--- src/rtl/arrow_track_if.sv ---
// Handshake bundle for arrow_track: player/game inputs and track/score outputs.
interface arrow_track_if #(
  parameter int DEPTH   = 8,
  parameter int CODE_W  = 4,
  parameter int SCORE_W = 10
);
  logic                      play;
  logic                      beat;
  logic [CODE_W-1:0]         arrow_in;
  logic [3:0]                btn;
  logic [DEPTH*CODE_W-1:0]   track;
  logic                      hit;
  logic                      miss;
  logic [SCORE_W-1:0]        score;
  logic [6:0]                combo;

  modport master (output play, beat, arrow_in, btn,
                  input  track, hit, miss, score, combo);
  modport slave  (input  play, beat, arrow_in, btn,
                  output track, hit, miss, score, combo);
endinterface

--- src/rtl/arrow_track.sv ---
// Rhythm-game arrow track: arrows shift toward slot 0 on each beat and are judged there.
// Optional macro ARROW_TRACK_REST_EN: every second accepted beat inserts a rest. DEPTH >= 2.
module arrow_track #(
  parameter int DEPTH   = 8,
  parameter int CODE_W  = 4,
  parameter int SCORE_W = 10
) (
  input  logic          clk,
  input  logic          rst,
  arrow_track_if.slave  bus
);
  localparam int TW = DEPTH*CODE_W;

  logic [TW-1:0]      track_q, track_d;
  logic [3:0]         btn_prev_q, btn_prev_d;
  logic               judged_q, judged_d;
  logic               hit_q, hit_d, miss_q, miss_d;
  logic [SCORE_W-1:0] score_q, score_d;
  logic [6:0]         combo_q, combo_d;

  logic [CODE_W-1:0]  slot0, ins;
  logic [3:0]         press, want;
  logic               live, shift, j_hit, j_miss, dep_miss, rest;
`ifdef ARROW_TRACK_REST_EN
  logic               parity_q, parity_d;
`endif

  always_comb begin
    slot0 = track_q[CODE_W-1:0];
    press = bus.btn & ~btn_prev_q;
    // codes 10..13 have low bits 10,11,00,01; subtracting 2 maps them to arrows 0..3
    want  = 4'b0001 << (slot0[1:0] - 2'd2);
    live  = bus.play && (slot0 != '0) && !judged_q;
    j_hit  = live && (press == want);
    j_miss = live && (press != 4'b0000) && (press != want);
    shift  = bus.play && bus.beat;
    dep_miss = shift && (slot0 != '0) && !judged_q && !j_hit && !j_miss;

`ifdef ARROW_TRACK_REST_EN
    rest     = parity_q;
    parity_d = shift ? ~parity_q : parity_q;
`else
    rest     = 1'b0;
`endif
    ins = '0;
    if (!rest && bus.arrow_in >= CODE_W'(10) && bus.arrow_in <= CODE_W'(13))
      ins = bus.arrow_in;

    track_d    = shift ? {ins, track_q[TW-1:CODE_W]} : track_q;
    btn_prev_d = bus.btn;
    judged_d   = judged_q;
    if (shift)               judged_d = 1'b0;
    else if (j_hit || j_miss) judged_d = 1'b1;

    hit_d  = j_hit;
    miss_d = j_miss || dep_miss;

    score_d = score_q;
    if (j_hit && score_q != '1) score_d = score_q + 1'b1;
    combo_d = combo_q;
    if (miss_d)                         combo_d = '0;
    else if (j_hit && combo_q != 7'd127) combo_d = combo_q + 7'd1;
  end

  always_ff @(posedge clk or posedge rst) begin
    if (rst) begin
      track_q    <= '0;
      btn_prev_q <= '0;
      judged_q   <= 1'b0;
      hit_q      <= 1'b0;
      miss_q     <= 1'b0;
      score_q    <= '0;
      combo_q    <= '0;
`ifdef ARROW_TRACK_REST_EN
      parity_q   <= 1'b0;
`endif
    end else begin
      track_q    <= track_d;
      btn_prev_q <= btn_prev_d;
      judged_q   <= judged_d;
      hit_q      <= hit_d;
      miss_q     <= miss_d;
      score_q    <= score_d;
      combo_q    <= combo_d;
`ifdef ARROW_TRACK_REST_EN
      parity_q   <= parity_d;
`endif
    end
  end

  assign bus.track = track_q;
  assign bus.hit   = hit_q;
  assign bus.miss  = miss_q;
  assign bus.score = score_q;
  assign bus.combo = combo_q;
endmodule

--- src/flat_wrapper.sv ---
// flat-port wrapper written by rule: the top's interface ports become plain ports
module arrow_track_flat 
#(
  parameter int DEPTH   = 8,
  parameter int CODE_W  = 4,
  parameter int SCORE_W = 10
)
  (clk, rst, bus_play, bus_beat, bus_arrow_in, bus_btn, bus_track, bus_hit, bus_miss, bus_score, bus_combo);
  arrow_track_if #(.DEPTH(DEPTH), .CODE_W(CODE_W), .SCORE_W(SCORE_W)) bus_i ();
  input  logic clk;
  input  logic rst;
  input wire logic [$bits(bus_i.play)-1:0] bus_play;
  input wire logic [$bits(bus_i.beat)-1:0] bus_beat;
  input wire logic [$bits(bus_i.arrow_in)-1:0] bus_arrow_in;
  input wire logic [$bits(bus_i.btn)-1:0] bus_btn;
  output wire logic [$bits(bus_i.track)-1:0] bus_track;
  output wire logic [$bits(bus_i.hit)-1:0] bus_hit;
  output wire logic [$bits(bus_i.miss)-1:0] bus_miss;
  output wire logic [$bits(bus_i.score)-1:0] bus_score;
  output wire logic [$bits(bus_i.combo)-1:0] bus_combo;
  assign bus_i.play = bus_play;
  assign bus_i.beat = bus_beat;
  assign bus_i.arrow_in = bus_arrow_in;
  assign bus_i.btn = bus_btn;
  assign bus_track = bus_i.track;
  assign bus_hit = bus_i.hit;
  assign bus_miss = bus_i.miss;
  assign bus_score = bus_i.score;
  assign bus_combo = bus_i.combo;
  arrow_track #(.DEPTH(DEPTH), .CODE_W(CODE_W), .SCORE_W(SCORE_W)) u_core (.clk(clk), .rst(rst), .bus(bus_i));
endmodule
--- config.mk ---
export PLATFORM = sky130hd
export DESIGN_NAME = arrow_track_flat
export DESIGN_NICKNAME = d
export VERILOG_FILES = /design/src/rtl/arrow_track_if.sv /design/src/rtl/arrow_track.sv /design/src/flat_wrapper.sv
export SDC_FILE = /design/constraint.sdc
export NUM_CORES = 1
export LEC_CHECK = 0
export CORE_ASPECT_RATIO = 0.75
export CORE_MARGIN = 2
export CORE_UTILIZATION = 52
export CTS_CLUSTER_DIAMETER = 200
export DETAILED_ROUTE_END_ITERATION = 8
export HOLD_SLACK_MARGIN = 0.08
export PLACE_DENSITY = 0.85
export RECOVER_POWER = 50
export SYNTH_ARGS = -nofsm -noshare
export SYNTH_HDL_FRONTEND = slang
export SYNTH_SLANG_ARGS = --single-unit
--- constraint.sdc ---
create_clock -name clk -period 5.6 [get_ports clk]
set_input_delay 0.84 -clock clk [delete_from_list [all_inputs] [get_ports clk]]
set_output_delay 0.84 -clock clk [all_outputs]
set_load 0.02 [all_outputs]
==> results of run 1 <==
[registers in the layout, summed over array words and instances (netlist names)]
signal,cells
u_core.judged_q,1
u_core.bus.combo,7
u_core.bus.miss,1
u_core.btn_prev_q,4
u_core.bus.track,32
u_core.bus.score,10
u_core.bus.hit,1
[through the flow]
stage | instances | setup slack (ps)
finish | 314 | 2120
global route | 314 | 1430
CTS | 314 | 2950
detailed placement | 306 | 2610
global placement | 306 | 2680
floorplan | 189 | 3390
[power groups by stage]
stage	combinational (mW)	sequential, mW	clock, mW
floorplan	0.143	0.625	0
global placement	0.404	0.548	0
detailed placement	0.409	0.554	0
CTS	0.411	0.547	0.234
global route	0.430	0.558	0.254
finish	0.401	0.546	0.227
[kinds of logic after synthesis]
logic type,Yosys count,share of synthesized area (%)
and+or+nand+nor,62,15.3
AOI/OAI and AO/OA,20,6.33
muxes,31,14.4
xor gates and xnor gates,9,3.27
DFF,56,58.1
buffers and inverters,9,1.56
adders and majority gates,2,1.04
[worst register-to-register path, stage by stage, from the launching register on]
cell,delay (ps)
dfrtp_1,390
nand2b_1,150
nor3_1,210
o2111ai_2,180
a21oi_2,490
nand2_1,190
mux2_2,300
[final cells by class]
type / instances / share of cell area [%]
clock buffer: 5 / 2.16
clock inverter: 3 / 0.862
inverter: 5 / 0.588
multi-input combinational: 124 / 30.5
sequential: 56 / 43.9
tap: 57 / 2.23
timing repair buffer: 64 / 19.8
[how the worst min path moves through the flow]
stage | cells past startpoint | slack [ps] | start | endpoint
after floorplan | 2 | 500 | u_core.judged_q$_DFFE_PP0P_ | u_core.judged_q$_DFFE_PP0P_
after detailed placement | 1 | 490 | u_core.bus.score[4]$_DFFE_PP0P_ | u_core.bus.score[4]$_DFFE_PP0P_
after global placement | 1 | 480 | u_core.bus.score[6]$_DFFE_PP0P_ | u_core.bus.score[6]$_DFFE_PP0P_
after global routing | 1 | 520 | u_core.bus.score[4]$_DFFE_PP0P_ | u_core.bus.score[4]$_DFFE_PP0P_
final | 1 | 510 | u_core.bus.score[4]$_DFFE_PP0P_ | u_core.bus.score[4]$_DFFE_PP0P_
after CTS | 1 | 510 | u_core.bus.score[4]$_DFFE_PP0P_ | u_core.bus.score[4]$_DFFE_PP0P_
[metal layers]
| layer | part of all wire [%] | track usage [%] | vias to the layer above |
|---|---|---|---|
| met1 | 47 | 28.1 | 832 |
| met4 | 1.4 | 6.76 | 0 |
| li1 | - | - | 806 |
| met3 | 4.7 | 5.20 | 8 |
| met5 | 0 | 0 | - |
| met2 | 47 | 29.9 | 35 |
[synth_stat cells, drive strengths merged (2+ instances only)]
cell / instances / share of area (%)
nand3b: 2 / 1.1
nor3: 5 / 1.0
clkbuf: 3 / 0.47
nand2: 13 / 2.0
nand4: 7 / 2.1
a211o: 3 / 1.1
xnor2: 8 / 2.9
a21oi: 5 / 1.2
and3: 10 / 2.8
mux2: 30 / 14
o21ai: 7 / 1.6
nand3: 9 / 1.9
dfrtp: 56 / 58
nor2: 4 / 0.62
and2: 3 / 0.93
o31ai: 2 / 0.83
ha: 2 / 1.0
nor2b: 3 / 0.88
nand2b: 4 / 1.0
inv: 5 / 0.78
==> results.cfg, run 1 <==
[floorplanning]
die_w_um = 82.6
fp-row-count = 21
pin_count = 63
dieArea_sq_mm = 0.00521
core_area_sq_mm = 0.00447
initial_core_util_pct = 54.0
fp.dieH_um = 63.0

[setup_path]
crit_type = in -> async
crit_path_start_kind = primary input
crit_end = u_core.bus.track[25]$_DFFE_PP0N_
worst_ep_required_time_ps = 5420
slowest_delay_ps = 2000
arrival_ps = 3300
crit_buf_inv = 3
crit_path_end_kind = asynchronous set/reset pin
crit_cells = 3
cp_top_family = buffers and inverters
slowest_stage = clkbuf_1
path_cells = clkdlybuf4s50_1 > clkinv_1 > clkbuf_1
crit_path_max_fanout = 56
r2r_end = u_core.bus.score[1]$_DFFE_PP0P_
r2r-start = u_core.btn_prev_q[3]$_DFF_PP0_
reg2reg_depth = 6
cp-startpoint = rst
r2r_slack_ps = 3590

[synth]
syn_inst = 189
ys_warn_count = 0
synth_edf_count = 0
ys_seq_area_share_pct = 58.1
ys_seq_elements = 56
ys_types = 38
avgSynthCellArea_sq_um = 12.8
async_reset_ff_share_pct = 100
netlist_area_sq_mm = 0.00241
synthFlopType = dfrtp_1
synth_fp_nets = 203

[detailed_routing]
vias = 1681
drtPass1Iterations = 4
vias_per_cell = 5.35
ant_nets = 0
drt-initial-drc-count = 59
wl_per_cell_um = 14.9
wirelength_um = 4690
drc = 0

[global_route]
antenna_found_initial = 0
grt.total_usage_pct = 19.9
overflow = 0
grt_max_degree = 57
grt_pass1_wl_um = 7860
grt_pass1_vias = 1633

[timing]
rsz0062_at_grt = false
final.setup.tns_ps = 0
finalClockSkew_ps = 4.87
hold_viol = 0
worst_slew_pin_slew_ps = 2830
hold_slack_ps = 512
period_needed_ps = 3480
clock.fmax_mhz = 287
finalCritPeriodShare_pct = 62.1
slew_headroom_pct = -88.3
setup_violations = 0
drv_slew = 57

[clock_network]
insertion_delay_ps = 310
clock_sinks = 56
clkTransAtPathRegs_ps = 100
htreeDepth = 2
cts_resized = 0
cts_tree = done
cts_buffer_depth = 2
cts_root_buf = clkbuf_8
numCtsBuffers = 5
holdBufCountCts = 0
post_cts_buffers = 0

[power]
irDropWorstVdd_mv = 0.256
p_int_uw = 775
clockPowerShare_pct = 19.3
p_per_area_mw_per_mm2 = 367
p_seq_share_pct = 46.5
switchingPower_uw = 398
comb_power_share_pct = 34.2
p_total_mw = 1.17
switching_share_pct = 33.9
p_leak_nw = 1.49

[min_path]
hp-class = reg -> reg

[cells_and_area]
nNetsFinal = 270
antennaDiodeCount = 0
layout_common_cells = dfrtp_1, clkdlybuf4s50_1, mux2_2, dlygate4sd3_1, nand2_1
multiInputGateArea_sq_um = 973
layout-drive-gt1-share_pct = 21.4
fillerInstances = 314
postLayoutCellArea_sq_mm = 0.00319
utilization_pct = 71.5
seq_area_sq_mm = 0.00140
area.growth.synth_to_final_pct = 32.4
final_common_cell = dfrtp_1

[placement]
place.gp.congestion = 0.856
place_area_sq_mm = 0.00310
numPortBuffers = 62
dpl.hpwl_um = 3440

[job]
drv_cap = 1

[status]
run_status = complete, but fails checks
violations = capacitance limit, slew limit
Power figures use the tool's default switching activity.
==> run 2, diff against run 1 <==
- CORE_UTILIZATION: 52 -> 48
- PLACE_DENSITY: 0.85 -> 0.79
- clock period: 5.6 -> 3.3 ns (I/O delays scaled with it)
==> results.cfg, run 2 (same netlist as run 1, synthesis figures left out) <==
[floorplanning]
initial_core_util_pct = 49.5
pin_count = 63
die_w_um = 85.9
fp.dieH_um = 65.4
core_area_sq_mm = 0.00487
dieArea_sq_mm = 0.00561
fp-row-count = 22

[power]
p_leak_nw = 1.48
irDropWorstVdd_mv = 0.419
p_total_mw = 2.06
p_per_area_mw_per_mm2 = 640

[detailed_routing]
drt-initial-drc-count = 73
wl_per_cell_um = 15.1
vias_per_cell = 5.37
ant_nets = 0
drtPass1Iterations = 6
drc = 0
wirelength_um = 4790
vias = 1708

[placement]
dpl.hpwl_um = 3480
numPortBuffers = 62
place.gp.congestion = 0.823

[timing]
worst_slew_pin_slew_ps = 1260
finalCritPeriodShare_pct = 71.6
period_needed_ps = 2360
setup_violations = 0
slew_headroom_pct = 15.8
clock.fmax_mhz = 423
finalClockSkew_ps = 8.50
rsz0062_at_grt = false
final.setup.tns_ps = 0
drv_slew = 0
hold_viol = 0

[cells_and_area]
multiInputGateArea_sq_um = 970
antennaDiodeCount = 0
layout-drive-gt1-share_pct = 20.9
seq_area_sq_mm = 0.00140
largest_reg_flops = 32
fillerInstances = 389
final_common_cell = dfrtp_1
layout_common_cells = dfrtp_1, clkdlybuf4s50_1, mux2_2, nand2_1, nand3_1
area.growth.synth_to_final_pct = 33.3
nNetsFinal = 271

[clock_network]
holdBufCountCts = 0
cts_tree = done
cts_resized = 0
post_cts_buffers = 0
numCtsBuffers = 5
clkTransAtPathRegs_ps = 100
cts_root_buf = clkbuf_8
htreeDepth = 2
clock_sinks = 56
insertion_delay_ps = 310
cts_buffer_depth = 2

[min_path]
hp-class = reg -> reg
whs_endpoint = u_core.bus.score[6]$_DFFE_PP0P_
hp-start = u_core.bus.score[6]$_DFFE_PP0P_
hold_depth = 1

[global_route]
grt.total_usage_pct = 19.2
grt_pass1_wl_um = 8430
overflow = 0
grt_max_degree = 36
antenna_found_initial = 0
grt_pass1_vias = 1814

[setup_path]
arrival_ps = 2570
worst_ep_required_time_ps = 3510
crit_path_end_kind = register
crit_path_max_fanout = 13
r2r_slack_ps = 1290
slowest_delay_ps = 550
path_cells = dlygate4sd3_1 > nor2b_2 > and3_1 > o2111ai_2 > a21oi_2 > nand2_1 > mux2_2
r2r-start = u_core.bus.combo[0]$_DFFE_PP0P_
r2r_end = u_core.bus.combo[5]$_DFFE_PP0P_
crit_path_start_kind = primary input
crit_type = in -> reg
slowest_stage = dlygate4sd3_1
reg2reg_depth = 6

[job]
drv_cap = 0

[status]
run_status = finished clean
run 2: area by class of cell:
type / count / area share, %
Clock inverter: 3 / 1.44
Clock buffer: 5 / 2.14
Tap cell: 60 / 2.33
Sequential cell: 56 / 43.6
Multi-Input combinational cell: 124 / 30.2
Timing Repair Buffer: 65 / 19.8
Inverter: 5 / 0.584
run 2: worst max path at each step:
stage	startpoint	depth (start not counted)	slack [ps]	endpoint
global placement	bus_btn[1]	7	760	u_core.bus.score[1]$_DFFE_PP0P_
CTS	bus_btn[1]	7	1010	u_core.bus.score[1]$_DFFE_PP0P_
finish	bus_btn[1]	7	940	u_core.bus.score[1]$_DFFE_PP0P_
detailed placement	bus_btn[1]	7	670	u_core.bus.score[1]$_DFFE_PP0P_
global route	rst	3	690	u_core.bus.track[11]$_DFFE_PP0N_
floorplan	u_core.bus.combo[0]$_DFFE_PP0P_	6	1370	u_core.bus.combo[5]$_DFFE_PP0P_
run 2: worst max-delay path, delay by kind of cell:
kind,cells,cell delay (ps)
compound gates,2,650
simple gates,3,580
buf+inv,1,550
mux,1,290
run 2: metrics by stage:
step / std cells / setup WS, ps / hold WS, ps / cell area [sq um] / utilization, %
after floorplan: 189 / 1370 / 505 / 2410 / -
after global placement: 310 / 763 / 480 / 3110 / 63.9
after detailed placement: 310 / 673 / 482 / 3110 / 63.9
after CTS: 318 / 1010 / 456 / 3230 / 66.2
after global routing: 318 / 686 / 538 / 3220 / 66.0
final: 318 / 936 / 491 / 3220 / 66.0
run 2: power by group:
part           internal [mW]  leakage (nW)  switching [mW]
sequential             0.812         0.753           0.106
combinational          0.344         0.668           0.338
clock                  0.230        0.0600           0.229
total                   1.39          1.48           0.673
run 2: metal layers:
layer / share of wire (%) / routed length [um] / GRT usage, % / vias to the layer above
li1: - / - / - / 817
met1: 46 / 2200 / 24.7 / 840
met2: 45 / 2160 / 29.7 / 49
met3: 8.7 / 415 / 9.80 / 2
met4: 0.38 / 18 / 3.17 / 0
met5: 0 / 0 / 0 / -
==> run 3, diff against run 2 <==
- CORE_UTILIZATION: 48 -> 43
- PLACE_DENSITY: 0.79 -> 0.75
- clock period: 3.3 -> 2.15 ns (I/O delays scaled with it)
==> results.cfg, run 3 (same netlist as run 1, synthesis figures left out) <==
[status]
run_status = finished clean

[detailed_routing]
routed-wl-met3_um = 306
wl_met1_um = 2330
vias = 1735
vias_per_cell = 5.01
wirelength_um = 4970
drtPass1Iterations = 4
route.met2.wl_um = 2280
drt-initial-drc-count = 39
wl_per_cell_um = 14.4
drc = 0
highest_layer = met4
ant_nets = 0

[clock_network]
htreeDepth = 2
cts_buffer_depth = 2
clock_sinks = 56
cts_tree = done
post_cts_buffers = 0
clkTransAtPathRegs_ps = 100
numCtsBuffers = 5
cts_root_buf = clkbuf_8
holdBufCountCts = 0
cts_resized = 0
insertion_delay_ps = 320

[timing]
worst_slack_ps = 177
finalCritPeriodShare_pct = 91.8
period_needed_ps = 1970
rsz0062_at_grt = false
drv_slew = 0
setup_violations = 0
clock.fmax_mhz = 507
slew_headroom_pct = 47.2
worst_slew_pin_slew_ps = 793
finalClockSkew_ps = 6.70
hold_viol = 0

[global_route]
grt_max_degree = 36
overflow = 0
grt.total_usage_pct = 16.4
antenna_found_initial = 0
grt_pass1_wl_um = 7910
grt_pass1_vias = 1609

[floorplanning]
pin_count = 63
dieArea_sq_mm = 0.00623
fp.dieH_um = 68.9
core_area_sq_mm = 0.00538
fp-row-count = 23
die_w_um = 90.5
initial_core_util_pct = 44.8

[cells_and_area]
antennaDiodeCount = 0
final_common_cell = clkdlybuf4s50_1
layout-drive-gt1-share_pct = 25.1
nNetsFinal = 284
area.growth.synth_to_final_pct = 37.3
largest_reg_flops = 32
layout.cells.non_filler = 346
fillerInstances = 464
layout_common_cells = clkdlybuf4s50_1, dfrtp_1, mux2_2, nand2_1, buf_4

[job]
drv_cap = 0

[setup_path]
worst_ep_required_time_ps = 2360
arrival_ps = 2180
r2r_slack_ps = 260
crit_path_start_kind = primary input
crit_type = in -> reg
crit_path_end_kind = register
crit_path_max_fanout = 35

[placement]
place.gp.congestion = 0.828
numPortBuffers = 62
dpl.hpwl_um = 3710
dp_cells = 338
place_ws_ps = -76.5

[power]
p_per_area_mw_per_mm2 = 946
p_leak_nw = 1.53
irDropWorstVdd_mv = 0.721

[min_path]
hp-class = in -> reg
-- run 3: cell count changes in the layout (fill, tap and decap cells not counted), sizes merged --
cell           previous run  this run
buf                       1        12
bufinv                    1         0
clkbuf                    7         9
clkdlybuf4s50            55        58
clkinvlp                  0         1
dlygate4sd3               7         4
-- run 3: critical path, stage by stage --
cell and delay, ps:
dlygate4sd3_1 600, clkbuf_1 160, nand2_1 70, clkbuf_2 620, mux2_2 410
-- run 3: report_power, final --
| group | internal [mW] | switching (mW) | total, mW | leakage, nW |
|---|---|---|---|---|
| logic | 0.581 | 0.531 | 1.11 | 0.727 |
| clock network | 0.240 | 0.370 | 0.610 | 0.0463 |
| registers | 1.25 | 0.165 | 1.41 | 0.753 |
| total | 2.07 | 1.07 | 3.13 | 1.53 |
-- run 3: cell type report --
| cell class | instances | area [sq um] | share of cell area, % |
|---|---|---|---|
| Sequential cell | 56 | 1400 | 42.3 |
| Multi-Input combinational cell | 124 | 973 | 29.4 |
| Timing Repair Buffer | 78 | 728 | 22.0 |
| Inverter | 5 | 18.8 | 0.567 |
| Clock buffer | 5 | 68.8 | 2.08 |
| Tap cell | 75 | 93.8 | 2.83 |
| Clock inverter | 3 | 27.5 | 0.831 |
-- run 3: routing by layer --
metal | track usage (%) | up-vias
li1 | - | 837
met1 | 22.5 | 847
met2 | 25.3 | 46
met3 | 4.67 | 5
met4 | 5.77 | 0
met5 | 0 | -
-- run 3: path summary, 6_finish.rpt --
| check | end | from | cells past startpoint |
|---|---|---|---|
| max in group asynchronous | u_core.bus.track[0]$_DFFE_PP0N_ | rst | 3 |
| worst max register to register | u_core.bus.combo[5]$_DFFE_PP0P_ | u_core.bus.combo[0]$_DFFE_PP0P_ | 6 |
| min in group asynchronous | u_core.judged_q$_DFFE_PP0P_ | rst | 2 |
| worst min register to register | u_core.bus.score[6]$_DFFE_PP0P_ | u_core.bus.score[6]$_DFFE_PP0P_ | 1 |
| worst max-delay path | u_core.bus.track[3]$_DFFE_PP0N_ | bus_play | 5 |
| worst min-delay path | u_core.btn_prev_q[1]$_DFF_PP0_ | bus_btn[1] | 1 |
-- run 3: through the flow --
step | util, % | total power, mW | area, sq um | hold WS (ps) | setup TNS [ps]
2_1_floorplan | - | 2.00 | 2410 | 354 | 0
3_3_place_gp | 60.5 | 2.54 | 3250 | 475 | -571
3_5_place_dp | 60.5 | 2.57 | 3250 | 490 | -639
4_1_cts | 62.2 | 3.18 | 3350 | 276 | 0
5_1_grt | 61.5 | 3.30 | 3310 | 455 | 0
6_report | 61.5 | 3.13 | 3310 | 452 | 0
==> patch (config.mk and constraints of run 2) <==
The option `ARROW_TRACK_REST_EN` is turned on by a define.
--- a/src/rtl/arrow_track.sv
+++ b/src/rtl/arrow_track.sv
@@ -1,5 +1,7 @@
 // Rhythm-game arrow track: arrows shift toward slot 0 on each beat and are judged there.
 // Optional macro ARROW_TRACK_REST_EN: every second accepted beat inserts a rest. DEPTH >= 2.
+`define ARROW_TRACK_REST_EN
+
 module arrow_track #(
   parameter int DEPTH   = 8,
   parameter int CODE_W  = 4,
Formal check against the unedited RTL: not equivalent (a bounded check fails within 4 cycles, from zero or initial values and one cycle with rst high).
==> patch against run 2 <==
The flow now finishes with violations (max-capacitance violations, max-slew violations). Sequential cell count increased by 1. Via count rose by 7.3%. Critical path depth unchanged. Synthesized area is 3.3% higher. Sequential share of layout area is 1.4 points lower. Die area rose by 3.1%. Worst setup slack worse by 0.36 ns. Global-route usage increased by 2.1 points. Combinational power is 3.4% lower. Cell area rose by 5.1%. Fmax down 13%. Wire length grew 12%. Non-clock buffer count grew 1. Total power grew 9.9%. Largest cell class unchanged. Highest routed layer unchanged.
==> patch: results <==
metrics = {
    "outcome": {
        "status": "finished with violations",
        "violations": "max-capacitance violations, max-slew violations",
    },
    "place": {
        "dp.cells": 319,
        "dpl-instance-area_um2": 3180,
        "routabilityCongestion": 0.803,
        "dp_hpwl_mm": 3.90,
        "dp_worst_setup_slack_ns": 0.432,
    },
    "global_route": {
        "use_met3_pct": 6.74,
        "grt_max_degree": 37,
        "grt_pass1_vias": 1917,
        "grtUsageMet1_pct": 29.9,
        "use_met2_pct": 31.4,
        "grt_usage_pct": 21.3,
        "grt_first_pass_wirelength_mm": 9.33,
        "antenna_found_initial": 0,
    },
    "job": {
        "drv_cap": 1,
    },
    "timing": {
        "finalClockSkew_ns": 0.00584,
        "worst_pin_slew_ns": 1.77,
        "drv_slew": 37,
    },
    "cells_and_area": {
        "drive_gt1_share_pct": 19.3,
        "stdcell_count": 335,
        "final_nets": 284,
        "fillCellCount": 379,
    },
    "synth": {
        "syn_inst": 199,
        "ys_warn_count": 0,
        "yosys.cell_types.count": 42,
        "synth.top_cells.by_count": "dfrtp_1, mux2_2, nand2_1, nand3_1",
        "seq_area_frac_synth_pct": 57.3,
        "async_flop_share_pct": 100,
        "syn_nets": 213,
        "synth.area.top_cells": "dfrtp_1, mux2_2, xor2_1, nand2_1, nand3_1",
    },
    "route": {
        "drt-initial-drc-count": 120,
        "routedWlPerCell_um": 16.0,
        "firstDrtPassIters": 5,
        "vias": 1832,
    },
    "setup_path": {
        "slowest_delay_ns": 0.57,
        "r2r_start": "u_core.bus.track[1]",
        "crit_arrival_ns": 2.93,
        "startpoint": "bus_btn[0]",
        "crit_path_max_fanout": 11,
    },
    "clock_tree": {
        "htreeDepth": 3,
        "cts_buffers": 9,
        "cts_resized": 0,
        "clk_transition_reported_paths_ns": 0.06,
        "clk_latency_ns": 0.33,
    },
    "power_and_ir_drop": {
        "p_leak_nw": 1.56,
        "vdd_drop_max_mv": 0.312,
        "power.internal_mw": 1.55,
    },
    "min_path": {
        "min_from": "u_core.parity_q",
        "hold_class": "reg -> reg",
    },
}
==> patch: cell count changes after synthesis, moves of 3 or more <==
cell and delta:
o21ai_0 +3, xnor2_1 -7, xor2_1 +7, and3_2 -4
==> patch: metal layers <==
metal  part of all wire [%]  routed length [µm]  vias up
li1                       -                   -      860
met1                     47                2530      901
met2                     47                2490       65
met3                    5.1                 274        6
met4                    1.0                  56        0
met5                      0                   0        -
==> patch: path summary, 6_finish.rpt <==
kind	end	slack [ns]	cells after the start
setup / recovery	u_core.bus.score[4]	0.58	7
min in group asynchronous	u_core.parity_q	0.81	2
setup reg to reg	u_core.bus.score[4]	0.98	5
max in group asynchronous	u_core.btn_prev_q[1]	1.07	3
hold / removal	u_core.parity_q	0.47	1
hold reg to reg	u_core.parity_q	0.47	1
==> patch: layout make-up <==
| class | instances | area, µm² | share of cell area [%] |
|---|---|---|---|
| timing repair buffer | 66 | 639 | 18.9 |
| sequential | 57 | 1430 | 42.2 |
| multi-input combinational | 129 | 997 | 29.5 |
| clock buffer | 12 | 165 | 4.89 |
| inverter | 7 | 26.3 | 0.777 |
| tap | 60 | 75.1 | 2.22 |
| clock inverter | 4 | 50.0 | 1.48 |
==> patch: worst max-delay path, delay by kind of cell <==
| kind | cells | cell delay (ns) |
|---|---|---|
| AND/OR/NAND/NOR | 4 | 1.14 |
| buffers and inverters | 1 | 0.57 |
| multiplexers | 1 | 0.37 |
| AO/OA/AOI/OAI | 1 | 0.34 |
==> patch: power groups by stage <==
| stage | sequential (mW) | clock, mW | combinational (mW) |
|---|---|---|---|
| final | 0.937 | 0.667 | 0.659 |
| after global routing | 0.957 | 0.720 | 0.708 |
| after CTS | 0.936 | 0.686 | 0.664 |
| after detailed placement | 0.946 | 0 | 0.659 |
| after global placement | 0.940 | 0 | 0.647 |
| after floorplan | 1.06 | 0 | 0.233 |
==> patch: kinds of logic after synthesis <==
kind of cell,count (synthesis),synth area share (%)
AO/OA/AOI/OAI,22,5.83
XOR/XNOR,9,3.16
adder cells (fa/ha/maj),2,1.00
buffers and inverters,13,2.71
flip-flops,57,57.3
multiplexers,32,14.5
AND/OR/NAND/NOR,64,15.6
